`src/rtl/cpu_ctrl_pkg.sv`:
```
// cpu_ctrl_pkg
// Shared definitions for the CPU microsequencer: opcode values, ALU codes,
// FSM state encoding, instruction field offsets and the registered strobe
// bundle. Instruction layout (20 bits):
//   op[19:16] rd[15:11] rs[10:7] shamt[6:3] rsvd[2:0]
package cpu_ctrl_pkg;

    // Instruction field offsets and widths
    localparam int OP_LSB = 16;
    localparam int OP_W   = 4;
    localparam int RD_LSB = 11;
    localparam int RD_W   = 5;
    localparam int RS_LSB = 7;
    localparam int RS_W   = 4;
    localparam int SH_LSB = 3;
    localparam int SH_W   = 4;

    // Opcodes; 0..7 are ALU ops whose low bits go straight to the ALU
    localparam logic [OP_W-1:0] OP_LOAD  = 4'd8;
    localparam logic [OP_W-1:0] OP_STORE = 4'd9;
    localparam logic [OP_W-1:0] OP_JMP   = 4'd10;
    localparam logic [OP_W-1:0] OP_JMPZ  = 4'd11;
    localparam logic [OP_W-1:0] OP_MOV   = 4'd12;
    localparam logic [OP_W-1:0] OP_HALT  = 4'd15;

    // ALU codes
    localparam logic [2:0] ALU_PASS = 3'b000;
    localparam logic [2:0] ALU_ADD  = 3'b001;

    typedef enum logic [2:0] {
        S_IDLE   = 3'd0,
        S_FETCH  = 3'd1,
        S_DECODE = 3'd2,
        S_EXEC   = 3'd3,
        S_MEMX   = 3'd4,
        S_WB     = 3'd5,
        S_PCINC  = 3'd6,
        S_HALT   = 3'd7
    } state_t;

    // Registered single-bit strobes plus ALU controls
    typedef struct packed {
        logic       fetch;
        logic       pc1;
        logic       decode;
        logic       ins_con;
        logic       mem_read;
        logic       mem_write;
        logic       read_ac;
        logic       busy;
        logic       halted;
        logic       illegal;
        logic [2:0] op;
        logic [3:0] shift;
    } ctrl_out_t;

    // ALU ops, STORE and MOV put a register on the B bus
    function automatic logic op_uses_rs(input logic [OP_W-1:0] op);
        return !op[3] || (op == OP_STORE) || (op == OP_MOV);
    endfunction

    // ALU ops, LOAD and MOV write a register on the C bus
    function automatic logic op_uses_rd(input logic [OP_W-1:0] op);
        return !op[3] || (op == OP_LOAD) || (op == OP_MOV);
    endfunction

    // 13 and 14 are unassigned
    function automatic logic op_legal(input logic [OP_W-1:0] op);
        return !((op == 4'd13) || (op == 4'd14));
    endfunction

endpackage

```
`src/rtl/onehot_dec.sv`:
```
// onehot_dec
// Binary index to N-bit one-hot. An index at or beyond N yields all zeros and
// raises out_of_range.
//   idx          in  IW  binary index
//   onehot       out N   one-hot (or zero) select
//   out_of_range out 1   idx >= N
module onehot_dec #(
    parameter int N  = 15,
    parameter int IW = 4
) (
    input  logic [IW-1:0] idx,
    output logic [N-1:0]  onehot,
    output logic          out_of_range
);

    always_comb begin
        for (int i = 0; i < N; i++) begin
            onehot[i] = (32'(idx) == i);
        end
    end

    assign out_of_range = (32'(idx) >= N);

endmodule

```
`src/rtl/cpu_control_unit.sv`:
```
// cpu_control_unit
// Microsequencer for the down-sampling CPU: fetch / decode / execute /
// writeback / PC-increment. All outputs are registered: the output logic
// decodes the *next* state and the register makes them line up with it.
//   clk, rst         clock, async active-high reset
//   start            leave IDLE/HALT (sampled only there)
//   IR_in, z_flag    instruction word (valid in DECODE), ALU zero flag
//   fetch, PC1, Decode, Ins_Con, Mem_Read, Mem_Write   sequencing strobes
//   Read_AC, Read_RL, Write_RL, Op, shift              datapath selects
//   busy, halted, illegal                              status
module cpu_control_unit
    import cpu_ctrl_pkg::*;
#(
    parameter int INS_W   = 20,
    parameter int N_RD    = 15,
    parameter int N_WR    = 18,
    parameter int MEM_LAT = 2
) (
    input  logic             clk,
    input  logic             rst,
    input  logic             start,
    input  logic [INS_W-1:0] IR_in,
    input  logic             z_flag,
    output logic             fetch,
    output logic             PC1,
    output logic             Decode,
    output logic             Ins_Con,
    output logic             Mem_Read,
    output logic             Mem_Write,
    output logic             Read_AC,
    output logic [N_RD-1:0]  Read_RL,
    output logic [N_WR-1:0]  Write_RL,
    output logic [2:0]       Op,
    output logic [3:0]       shift,
    output logic             busy,
    output logic             halted,
    output logic             illegal
);

    localparam int CW = (MEM_LAT > 1) ? $clog2(MEM_LAT) : 1;
    localparam logic [CW-1:0] LAT_M1 = CW'(MEM_LAT - 1);

    state_t          state_q, state_d;
    logic [CW-1:0]   cnt_q, cnt_d;
    logic [INS_W-1:0] ir_q;
    ctrl_out_t       out_q, out_d;
    logic [N_RD-1:0] read_rl_q, read_rl_d;
    logic [N_WR-1:0] write_rl_q, write_rl_d;
    logic            rd_en, wr_en;

    // In DECODE the latch is not loaded yet, so look through to IR_in
    logic [INS_W-1:0] ir_cur;
    logic [OP_W-1:0]  op_c;
    logic [RD_W-1:0]  rd_c;
    logic [RS_W-1:0]  rs_c;
    logic [SH_W-1:0]  sh_c;
    logic             unused_rsvd;

    assign ir_cur      = (state_q == S_DECODE) ? IR_in : ir_q;
    assign op_c        = ir_cur[OP_LSB +: OP_W];
    assign rd_c        = ir_cur[RD_LSB +: RD_W];
    assign rs_c        = ir_cur[RS_LSB +: RS_W];
    assign sh_c        = ir_cur[SH_LSB +: SH_W];
    assign unused_rsvd = ^ir_cur[2:0];

    logic [N_RD-1:0] rs_hot;
    logic [N_WR-1:0] rd_hot;
    logic            rs_oor, rd_oor, bad_ins;

    onehot_dec #(.N(N_RD), .IW(RS_W)) u_rd_dec (
        .idx          (rs_c),
        .onehot       (rs_hot),
        .out_of_range (rs_oor)
    );

    onehot_dec #(.N(N_WR), .IW(RD_W)) u_wr_dec (
        .idx          (rd_c),
        .onehot       (rd_hot),
        .out_of_range (rd_oor)
    );

    // Only operand fields the opcode actually uses can make it illegal
    assign bad_ins = !op_legal(op_c)
                   || (op_uses_rs(op_c) && rs_oor)
                   || (op_uses_rd(op_c) && rd_oor);

    assign read_rl_d  = rd_en ? rs_hot : '0;
    assign write_rl_d = wr_en ? rd_hot : '0;

    // State, counter, IR latch and output registers
    always_ff @(posedge clk or posedge rst) begin
        if (rst) begin
            state_q    <= S_IDLE;
            cnt_q      <= '0;
            ir_q       <= '0;
            out_q      <= '0;
            read_rl_q  <= '0;
            write_rl_q <= '0;
        end else begin
            state_q    <= state_d;
            cnt_q      <= cnt_d;
            out_q      <= out_d;
            read_rl_q  <= read_rl_d;
            write_rl_q <= write_rl_d;
            if (state_q == S_DECODE) ir_q <= IR_in;
        end
    end

    // Next state and memory-latency counter
    always_comb begin
        state_d = state_q;
        cnt_d   = cnt_q;
        case (state_q)
            S_IDLE, S_HALT: begin
                if (start) begin
                    state_d = S_FETCH;
                    cnt_d   = LAT_M1;
                end
            end
            S_FETCH: begin
                if (cnt_q == '0) state_d = S_DECODE;
                else             cnt_d   = cnt_q - 1'b1;
            end
            S_DECODE: begin
                if (op_c == OP_HALT) begin
                    state_d = S_HALT;
                end else if (op_c == OP_LOAD) begin
                    state_d = S_MEMX;
                    cnt_d   = LAT_M1;
                end else begin
                    state_d = S_EXEC;
                end
            end
            S_EXEC: begin
                if (!op_c[3] || op_c == OP_MOV) begin
                    state_d = S_WB;
                end else if (op_c == OP_STORE) begin
                    state_d = S_MEMX;
                    cnt_d   = '0;   // write lasts exactly one cycle
                end else if (op_c == OP_JMP || (op_c == OP_JMPZ && out_q.ins_con)) begin
                    state_d = S_FETCH;
                    cnt_d   = LAT_M1;
                end else begin
                    state_d = S_PCINC;
                end
            end
            S_MEMX: begin
                if (cnt_q != '0)           cnt_d   = cnt_q - 1'b1;
                else if (op_c == OP_LOAD)  state_d = S_WB;
                else                       state_d = S_PCINC;
            end
            S_WB:    state_d = S_PCINC;
            S_PCINC: begin
                state_d = S_FETCH;
                cnt_d   = LAT_M1;
            end
            default: state_d = S_IDLE;
        endcase
    end

    // Outputs for the state being entered
    always_comb begin
        out_d      = '0;
        rd_en      = 1'b0;
        wr_en      = 1'b0;
        out_d.busy = !(state_d == S_IDLE || state_d == S_HALT);
        case (state_d)
            S_FETCH: begin
                out_d.fetch    = 1'b1;
                out_d.mem_read = 1'b1;
            end
            S_DECODE: out_d.decode = 1'b1;
            S_EXEC: begin
                if (!op_c[3]) begin
                    out_d.read_ac = 1'b1;
                    out_d.op      = op_c[2:0];
                    out_d.shift   = sh_c;
                    rd_en         = 1'b1;
                end else if (op_c == OP_STORE || op_c == OP_MOV) begin
                    rd_en = 1'b1;   // Op stays ALU_PASS
                end else if (op_c == OP_JMP) begin
                    out_d.ins_con = 1'b1;
                end else if (op_c == OP_JMPZ) begin
                    // The flag is taken on the edge into EXEC so that the
                    // registered Ins_Con is already valid during EXEC; the
                    // same register then steers EXEC's exit.
                    out_d.ins_con = z_flag;
                end
            end
            S_MEMX: begin
                if (op_c == OP_LOAD) begin
                    out_d.mem_read = 1'b1;
                end else begin
                    out_d.mem_write = 1'b1;
                    rd_en           = 1'b1;   // keep store data on the B bus
                end
            end
            S_WB:    wr_en        = 1'b1;
            S_PCINC: out_d.pc1    = 1'b1;
            S_HALT:  out_d.halted = 1'b1;
            default: ;
        endcase
        // One pulse in the first cycle after DECODE (EXEC, or MEMX for LOAD)
        out_d.illegal = (state_q == S_DECODE) && (op_c != OP_HALT) && bad_ins;
    end

    assign fetch     = out_q.fetch;
    assign PC1       = out_q.pc1;
    assign Decode    = out_q.decode;
    assign Ins_Con   = out_q.ins_con;
    assign Mem_Read  = out_q.mem_read;
    assign Mem_Write = out_q.mem_write;
    assign Read_AC   = out_q.read_ac;
    assign busy      = out_q.busy;
    assign halted    = out_q.halted;
    assign illegal   = out_q.illegal;
    assign Op        = out_q.op;
    assign shift     = out_q.shift;
    assign Read_RL   = read_rl_q;
    assign Write_RL  = write_rl_q;

endmodule

```
`config.mk`:
```
export PLATFORM = sky130hd
export DESIGN_NAME = cpu_control_unit
export DESIGN_NICKNAME = d
export VERILOG_FILES = /design/src/rtl/cpu_ctrl_pkg.sv /design/src/rtl/onehot_dec.sv /design/src/rtl/cpu_control_unit.sv
export SDC_FILE = /design/constraint.sdc
export NUM_CORES = 1
export LEC_CHECK = 0
export ABC_AREA = 1
export ABC_CLOCK_PERIOD_IN_PS = 3300
export CAP_MARGIN = 20
export CORE_UTILIZATION = 41
export CTS_BUF_LIST = sky130_fd_sc_hd__clkbuf_16
export DETAILED_ROUTE_END_ITERATION = 6
export PLACE_DENSITY = 0.75
export SLEW_MARGIN = 15
export SYNTH_ARGS = -nofsm -noshare
export SYNTH_HDL_FRONTEND = slang
export SYNTH_SLANG_ARGS = --single-unit
```
`constraint.sdc`:
```
create_clock -name clk -period 3.3 [get_ports clk]
set_clock_uncertainty 0.1 [all_clocks]
set_input_delay 0.495 -clock clk [delete_from_list [all_inputs] [get_ports clk]]
set_output_delay 0.495 -clock clk [all_outputs]
set_load 0.01 [all_outputs]
```
; Word-level counts from Yosys, hierarchy flattened
; Index checks and enable logic that the tools add are counted.
[totals]
register_bits = 74
input_bits = 24
[op_classes]
addsub = 1
order_cmp = 2
eq_ne = 59
n_mux = 42
n_reduce_logical = 26
[ops]
columns = op, n
row1 = $eq A4 B4 Y1 const B, 15
row2 = $eq A5 B4 Y1 const B, 8
row3 = $eq A3 B3 Y1 const B, 8
row4 = $mux W1, 24
row5 = $mux W3, 8
row6 = $pmux W3 S7, 1
row7 = $eq A5 B3 Y1 const B, 4
row8 = $mux W20, 1
row9 = $mux W18, 1
row10 = $eq A4 B3 Y1 const B, 4
row11 = $mux W15, 1
row12 = $mux W7, 2
row13 = $eq A3 B2 Y1 const B, 4
row14 = $logic_or A1 B1 Y1, 11
row15 = $eq A5 B2 Y1 const B, 2
row16 = $eq A5 B5 Y1 const B, 2
row17 = $eq A4 B2 Y1 const B, 2
row18 = $eq A3 B1 Y1 const B, 2
row19 = $logic_not A3 Y1, 2
row20 = $ne A2 B2 Y1 const B, 3
row21 = $reduce_and A6 Y1, 1
row22 = $eq A5 B1 Y1 const B, 1
row23 = $ge A5 B5 Y1 const B, 1
row24 = $logic_and A1 B1 Y1, 5
row25 = 14 further kinds, 17

; Longest topological paths before layout
; Gate-level depths: netlist of run 1.
[logic_depth]
word_depth = 12
ltp_mapped = 15

; Hierarchy
; From an unflattened synthesis of run 1, not the netlist that was laid out.
[unflattened]
cells_unflattened = 374
hier_area_um2 = 3325.7
[modules_own_cells]
columns = module, n_inst, cells_per_inst, area_per_inst_um2, seq_area_each_um2
row1 = cpu_control_unit, 1, 307, 3047.9, 1776.7
row2 = onehot_dec at u_wr_dec, 1, 39, 172.7, 0.0
row3 = onehot_dec at u_rd_dec, 1, 28, 105.1, 0.0

; Worst setup path before layout of run 1
; No wires, ideal clock.
[synth_timing]
path_type = register to register
startpoint = register state_q[2]
endpoint = register read_rl_q[4], in the netlist Read_RL[4]
setup_time_ps = 73
t_arrival_ps = 1967
required_time_ps = 3127
setup_slack_ps = 1160
stages_incl_launch_ff = 15
n_path_buf = 1
path_cell_list = dfrtp_1 -> inv_2 -> nand3_4 -> nand2_1 -> nand2_1 -> nand2_2 -> nand2_1 -> nand3_1 -> nand2_1 -> nor2_1 -> nand3_4 -> inv_4 -> nand4_4 -> buf_6 -> a21oi_2
[synth_via]
elab_chain_len = 12
elab_cells_between_ends = 39
classes_between = eq/ne (16) / mux (16) / reduce/logical (7)
[synth_rtl]
columns = item, line_no
row1 = "start, declared", cpu_control_unit.sv:43  ; state_t state_q, state_d;
row2 = "start signal, assigned", cpu_control_unit.sv:100  ; state_q <= state_d;
row3 = $eq A3 B2 Y1, "cpu_control_unit.sv:59, cpu_control_unit.sv:113"
row4 = $mux W20, n/a
row5 = $eq A4 B4 Y1, cpu_control_unit.sv:140  ; end else if (op_c == OP_JMP || (op_c == OP_JMPZ && out_q.ins_con)) begin
row6 = $logic_and A1 B1 Y1, cpu_control_unit.sv:140
row7 = $logic_or A1 B1 Y1, cpu_control_unit.sv:140
row8 = $mux W3, cpu_control_unit.sv:140
row9 = $mux W3, cpu_control_unit.sv:137  ; end else if (op_c == OP_STORE) begin
row10 = $mux W3, cpu_control_unit.sv:135  ; if (!op_c[3] || op_c == OP_MOV) begin
row11 = $pmux W3 S7 (*), cpu_control_unit.sv:113  ; case (state_q)
row12 = via state_d[2], cpu_control_unit.sv:43
row13 = $eq A3 B3 Y1 or $eq A3 B2 Y1 (tied branches), cpu_control_unit.sv:167  ; case (state_d)
row14 = $pmux W1 S2 (*), cpu_control_unit.sv:167
row15 = $mux W15 (*), cpu_control_unit.sv:87  ; assign read_rl_d = rd_en ? rs_hot : '0;
row16 = via read_rl_d[4], cpu_control_unit.sv:47  ; logic [N_RD-1:0] read_rl_q, read_rl_d;
row17 = "end signal, assigned", cpu_control_unit.sv:103  ; read_rl_q <= read_rl_d;
row18 = "end, declared", cpu_control_unit.sv:47
; Mark *: on every way through the listed nets, which the timed path passes. The rest lies on a longest branch.
; A chain may end at the register's enable or synchronous reset.

; Worst setup path in the final report of run 1
[layout_timing]
startpoint = register state_q[2]
endpoint = register read_rl_q[2], in the netlist Read_RL[2]
; The elaborated chain is that of the path after synthesis.

==> out/metrics.cfg, run 1 <==
[placement]
port_buffers=70
dp_hpwl_um=4990
gp_congestion=0.870
dp_cells=497

[pwr]
p_leak_nw=1.94
p_per_area_mw_per_mm2=976
vdd_drop_max_v=0.000446

[setup_path]
critPathArrivalTime_ps=2990
cp_max_fo=25
end_kind=register
crit_required_ps=3440
path_depth=13
path_cells=inv_2 -> nand3_4 -> nand2_1 -> nand2_2 -> nand2_2 -> nand2_1 -> nand3_1 -> nand2_1 -> nor2_1 -> nand3_4 -> inv_4 -> nand4_4 -> a21oi_1
critical-path-top-delay-family=simple AND/OR/NAND/NOR gates
critPathLaunchType=register
setup.worst_path.class=register to register
worst-path-buf-inv=2
r2r_cells=13
slowest_stage=dfrtp_1
slowest_delay_ps=470
crit_top_cell=nand2_1

[logic_synthesis]
syn_area_mm2=0.00314
synth_edf_count=0
ys_types=32
synth_cells=332
ys_seq_elements=71
synth-main-ff-cell=dfrtp_1
yosysTopAreaCellShare_pct=56.6
ys_seq_area_share_pct=56.6
yosysWarningCount=0
avgSynthCellArea_um2=9.46
synthTopCellsByArea=dfrtp_1, nand2_1, nor2_1, inv_1, o21ai_0
async_flop_share_pct=100
syn_nets=356
yosysTopAreaCell=dfrtp_1

[global_route]
grt_overflow_total=0
antenna_found_initial=0
grt_usage_pct=19.0
grt_max_degree=44
grt_pass1_vias=2330
grt_pass1_wl_um=11100

[drt]
via_per_inst=4.85
wl_um=6990
postRouteAntennaNets=0
vias=2482
dr.pass1.iters=4
drc=0
routedWlPerCell_um=13.6
first_iter_violations=136

[sta]
slew_violations=0
relSlewSlack_pct=60.4
rsz0062_at_grt=no
finalHoldViolCount=0
finalSetupViolCount=0
tns_ps=0
min_period_over_period_pct=86.2
period_minus_slack_ps=2850
tightest_slew_ps=594
max_freq_mhz=351

[hold_path]
whs_path_depth=2
hold_class=register to register

[floorplanning]
core_area_mm2=0.00733
num_rows=31
die_x_um=89.5
initial_core_util_pct=42.8
io_pins=74
fp.dieH_um=89.5
dieArea_mm2=0.00801

[cts]
numCtsBuffers=9
cts_htree_levels=3
root_buffer=clkbuf_16
cts_buffer_depth=2
cts_hold_buf=0
clk_pin_slew_ps=50
clkLatencyLatePin_ps=330
clock-sinks=71
tritoncts=built
cts_resized=0
post-cts-setup-buffer-count=0

[status]
run_status=finished, final reports clean

[finish]
layout_commonest_cell=dfrtp_1
fillCellCount=623
instances_no_fill=512
layout_common_cells=dfrtp_1, clkdlybuf4s50_1, nand2_1
post-route-util_pct=58.1
drive_gt1_share_pct=17.7
final_nets=433
layout-area-overhead-vs-synth_pct=35.6
num_antenna_cells=0

[flow_run]
maxCapViolations=0

through the flow:
stage | hold slack (ps) | worst slack, ps | area (um2) | power, mW
6_report | 425 | 454 | 4260 | 4.16
5_1_grt | 469 | 252 | 4260 | 4.43
4_1_cts | 428 | 445 | 4260 | 4.17
3_5_place_dp | 414 | 465 | 3950 | 3.15
3_3_place_gp | 402 | 554 | 3950 | 3.09
2_1_floorplan | 384 | 908 | 3140 | 2.67
cell families (layout without fill, tap and decap cells):
| kind of cell | after synthesis | count (layout) | synth area share, % |
|---|---|---|---|
| AOI/OAI and AO/OA | 43 | 43 | 9.08 |
| and+or+nand+nor | 174 | 174 | 28.3 |
| buffers and inverters | 44 | 125 | 6.06 |
| DFF | 71 | 71 | 56.6 |
sequential cells by signal, summed over array words and instances (netlist names), 3 cells and up:
name and count:
ir_q 17, Op 3, state_q 3, Write_RL 18
Read_RL 15, shift 4
per-layer routing:
metal	part of all wire, %	vias up	routed length [um]	GRT usage [%]
li1	-	1213	-	-
met1	45	1190	3130	23.9
met2	49	67	3390	30.5
met3	4.7	12	331	4.06
met4	1.9	0	134	10.4
met5	0	-	0	0
worst reg2reg max path: stages, from the launching register on:
cell     delay (ps)
dfrtp_1         470
inv_2           220
nand3_4         270
nand2_1         170
nand2_2         120
nand2_2         160
nand2_1         130
nand3_1          90
nand2_1          60
nor2_1          170
nand3_4         170
inv_4           140
nand4_4         260
a21oi_1         250
cells in the mapped netlist, types with 3 or more instances:
cell and instances:
nor3_1 9, inv_2 5, nor2_2 4, a21oi_1 6, nand3_1 12, o211ai_1 3
dfrtp_1 71, nand4_1 3, inv_1 32, or2_2 13, a21oi_2 10, nand2_2 10
nor2_1 49, o21ai_0 18, nand2_1 62
area by class of cell:
cell class | count | area (um2) | share of cell area (%)
Tap cell | 99 | 124 | 2.91
Sequential cell | 71 | 1780 | 41.7
Inverter | 38 | 145 | 3.41
Multi-Input combinational cell | 217 | 1170 | 27.6
Clock inverter | 6 | 86.3 | 2.03
Timing Repair Buffer | 72 | 728 | 17.1
Clock buffer | 9 | 225 | 5.29
report_power, final:
| part | leakage [nW] | total [mW] | internal, mW | switching, mW |
|---|---|---|---|---|
| combinational | 0.854 | 1.96 | 0.631 | 1.33 |
| clock | 0.153 | 0.999 | 0.655 | 0.344 |
| sequential | 0.928 | 1.19 | 1.09 | 0.106 |
worst paths after layout:
check                               end  slack [ps]        from
setup / recovery             Read_RL[2]         450  state_q[2]
hold / removal                 ir_q[16]         430    ir_q[16]
setup reg to reg             Read_RL[2]         450  state_q[2]
hold reg to reg                ir_q[16]         430    ir_q[16]
max in group asynchronous      Mem_Read        2010         rst
min in group asynchronous  Write_RL[13]         460         rst
No activity file was read; power rests on OpenSTA's default activity.
==> run 2, diff against run 1 <==
- PLACE_DENSITY: 0.75 -> 0.69
==> out/metrics.cfg, run 2 (synthesis gave the netlist of run 1 again) <==
[status]
run_status=finished, final reports clean

[global_route]
met3_usage_pct=4.16
use_met2_pct=29.6
antenna_found_initial=0
grt_pass1_vias=2326
grt_overflow_total=0
grt_max_degree=39
grt_pass1_wl_um=10900
grt_usage_pct=18.6
grt.met1_usage_pct=24.0
globalRoute.busiestLayer=met2

[cts]
clock-sinks=71
root_buffer=clkbuf_16
cts_hold_buf=0
cts_buffer_depth=2
cts_htree_levels=3
clkLatencyLatePin_ps=330
numCtsBuffers=9
tritoncts=built
cts_resized=0
post-cts-setup-buffer-count=0
clk_pin_slew_ps=50

[drt]
routedWlPerCell_um=13.4
drc=0
first_iter_violations=132
dr.pass1.iters=5
via_per_inst=4.81
wl_um=6860
postRouteAntennaNets=0
vias=2461

[sta]
max_freq_mhz=360
finalHoldViolCount=0
slew_violations=0
tns_ps=0
holdWs_ps=428
tightest_slew_ps=727
min_period_over_period_pct=84.3
finalSetupViolCount=0
period_minus_slack_ps=2780
rsz0062_at_grt=no
relSlewSlack_pct=51.5

[finish]
num_antenna_cells=0
fillCellCount=617
final_nets=433
post-route-util_pct=58.1
final_area_mm2=0.00426
layout_commonest_cell=dfrtp_1
drive_gt1_share_pct=17.9
largest_register_ffs=18
layout-area-overhead-vs-synth_pct=35.6
layout_common_cells=dfrtp_1, clkdlybuf4s50_1, nand2_1

[hold_path]
whs_path_depth=2
hold_class=register to register

[floorplanning]
num_rows=31
initial_core_util_pct=42.8
fp.dieH_um=89.5
dieArea_mm2=0.00801
core_area_mm2=0.00733
io_pins=74
die_x_um=89.5

[pwr]
p_leak_nw=1.93
p_per_area_mw_per_mm2=973
vdd_drop_max_v=0.000416

[placement]
placed_area_mm2=0.00395
port_buffers=70
dp_hpwl_um=4900
gp_congestion=0.931

[setup_path]
crit_required_ps=3440
end_kind=register
cp_max_fo=25
reg2reg_setup_slack_ps=520
setup.worst_path.class=register to register
critPathLaunchType=register
r2r_cells=13
critPathArrivalTime_ps=2920

[flow_run]
maxCapViolations=0

[run 2: cell count changes in the layout (fill, tap and decap cells not counted), sizes merged]
cell,delta
clkinv,-1
clkinvlp,+1
[run 2: area by class of cell]
type	count	area, um2	share of cell area (%)
clock buffer	9	225	5.29
inverter	38	145	3.41
clock inverter	6	86.3	2.03
tap	99	124	2.91
multi-input combinational	217	1170	27.6
timing repair buffer	72	728	17.1
sequential	71	1780	41.7
[run 2: final timing paths]
| path | start | endpoint |
|---|---|---|
| setup / recovery | state_q[2] | Read_RL[1] |
| hold / removal | ir_q[16] | ir_q[16] |
| setup reg to reg | state_q[2] | Read_RL[1] |
| hold reg to reg | ir_q[16] | ir_q[16] |
| max in group asynchronous | rst | Ins_Con |
| min in group asynchronous | rst | shift[3] |
[run 2: through the flow]
stage	std cells	setup slack, ps	total power [mW]
floorplan	332	908	2.67
global placement	497	498	3.10
detailed placement	497	483	3.15
CTS	512	500	4.17
global route	512	237	4.43
finish	512	519	4.15
[run 2: layer usage]
metal	routed length (um)	up-vias
li1	-	1215
met3	433	7
met5	0	-
met1	3080	1156
met2	3230	83
met4	110	0
[run 2: where the power goes]
part	internal, mW	switching, mW	total, mW
logic	0.630	1.32	1.96
registers	1.09	0.105	1.19
clock network	0.655	0.345	1.00
total	2.37	1.77	4.15
[run 2: worst max-delay path: stages (launching register included)]
cell and delay, ps:
dfrtp_1 470, inv_2 210, nand3_4 270, nand2_1 140, nand2_1 130, nand2_2 170
nand2_1 110, nand2_1 120, nor2_1 70, nor2_1 90, nand3_1 70, nand2_1 190
nand4_4 300, a21oi_1 250
==> run 3, diff against run 2 <==
- ABC_CLOCK_PERIOD_IN_PS: 3300 -> 2900
- clock period: 3.3 -> 2.9 ns (I/O delays scaled with it)
==> out/metrics.cfg, run 3 (synthesis gave the netlist of run 1 again) <==
[status]
run_status=finished, final reports clean

[cts]
tritoncts=built
cts_hold_buf=0
post-cts-setup-buffer-count=0
clkLatencyLatePin_ps=330
cts_buffer_depth=2
clock-sinks=71
cts_htree_levels=3
cts_resized=0
root_buffer=clkbuf_16
numCtsBuffers=9
clk_pin_slew_ps=60

[pwr]
p_seq_share_pct=28.1
pwr-share-comb_pct=49.5
p_leak_nw=1.96
p_sw_mw=2.08
power_frac_clock_pct=22.5
intPower_mw=2.74
vdd_drop_max_v=0.000483
p_total_mw=4.82
p_per_area_mw_per_mm2=1120
p_sw_share_pct=43.1

[sta]
period_minus_slack_ps=2640
slew_violations=0
max_freq_mhz=379
tightest_slew_ps=694
min_period_over_period_pct=90.9
tns_ps=0
finalSetupViolCount=0
finalHoldViolCount=0
rsz0062_at_grt=no
relSlewSlack_pct=53.6

[setup_path]
path_cells=inv_2 -> nor2_2 -> nand3_1 -> nand2_1 -> nand2_2 -> nor2_8 -> inv_2 -> a21oi_4 -> nand2_2 -> nor2_4 -> nand2_2 -> nor2_8 -> inv_2 -> nor3_1
critical-path-top-delay-family=simple AND/OR/NAND/NOR gates
critPathArrivalTime_ps=2770
reg2reg_setup_slack_ps=260
cp_max_fo=9
end_kind=register
crit_required_ps=3030
setup.worst_path.class=register to register
critPathLaunchType=register
slowest_stage=dfrtp_1
worst-path-buf-inv=3
slowest_delay_ps=580
r2r_cells=14
reg2reg_from=state_q[1]
worstSetupEndpoint=Write_RL[17]
timing.rr.end=Write_RL[17]
crit_start=state_q[1]
path_depth=14

[floorplanning]
die_x_um=89.5
initial_core_util_pct=42.8
num_rows=31
core_area_mm2=0.00733
fp.dieH_um=89.5
dieArea_mm2=0.00801
io_pins=74

[drt]
routedWlPerCell_um=13.3
drc=0
first_iter_violations=135
postRouteAntennaNets=0
dr.pass1.iters=4
wl_um=6920
via_per_inst=4.80
vias=2493

[global_route]
grt_pass1_wl_um=11100
grt_max_degree=39
grt_pass1_vias=2363
grt_usage_pct=19.0
grt_overflow_total=0
antenna_found_initial=0

[placement]
dp_hpwl_um=4940
gp_congestion=0.944
port_buffers=70
dp_cells=500

[finish]
instances_no_fill=519
layout_common_cells=dfrtp_1, clkdlybuf4s50_1, nand2_1
final_nets=439
layout-area-overhead-vs-synth_pct=37.4
largest_register_ffs=18
layout_commonest_cell=dfrtp_1
num_antenna_cells=0
drive_gt1_share_pct=19.0

[hold_path]
hold_class=register to register

[flow_run]
maxCapViolations=0

-- run 3: area by class of cell --
class / instances / area (um2)
clock inverters: 7 / 72.6
flip-flops and latches: 71 / 1780
fillers: 605 / 3020
repair buffers: 78 / 798
multi-input cells: 217 / 1170
well taps: 99 / 124
inverters: 38 / 145
clock buffers: 9 / 225
-- run 3: routing by layer --
layer  wire [um]  global-route usage (%)  vias up
met5           0                       0        -
met2        3300                    30.8       71
met4         107                    7.94        0
li1            -                       -     1228
met3         339                    4.25       11
met1        3180                    24.6     1183
-- run 3: through the flow --
stage | area, um2 | hold WS, ps | setup slack, ps | utilization, %
after floorplan | 3140 | 384 | 568 | -
after global placement | 3970 | 407 | 216 | 54.2
after detailed placement | 3970 | 415 | 143 | 54.2
after CTS | 4270 | 430 | 217 | 58.2
after global routing | 4320 | 473 | 49.3 | 58.9
final | 4320 | 425 | 263 | 58.9
-- run 3: tightest hold or removal path, stage by stage (launching register included) --
cell and delay, ps:
dfrtp_1 340, nand2_1 70, nand2_2 80
-- run 3: how the worst min path moves through the flow --
stage / from / endpoint / slack (ps) / cells past startpoint
finish: ir_q[16] / ir_q[16] / 420 / 2
global route: ir_q[17] / ir_q[17] / 470 / 2
CTS: ir_q[16] / ir_q[16] / 430 / 2
detailed placement: ir_q[16] / ir_q[16] / 420 / 2
global placement: ir_q[16] / ir_q[16] / 410 / 2
floorplan: ir_q[16] / ir_q[16] / 380 / 2
-- run 3: power groups by stage --
stage          Sequential (mW)  Combinational (mW)  Clock, mW
6_report                  1.35                2.38       1.08
5_1_grt                   1.38                2.65       1.14
4_1_cts                   1.35                2.27       1.09
3_5_place_dp              1.37                2.25          0
3_3_place_gp              1.36                2.20          0
2_1_floorplan             1.37                1.67          0
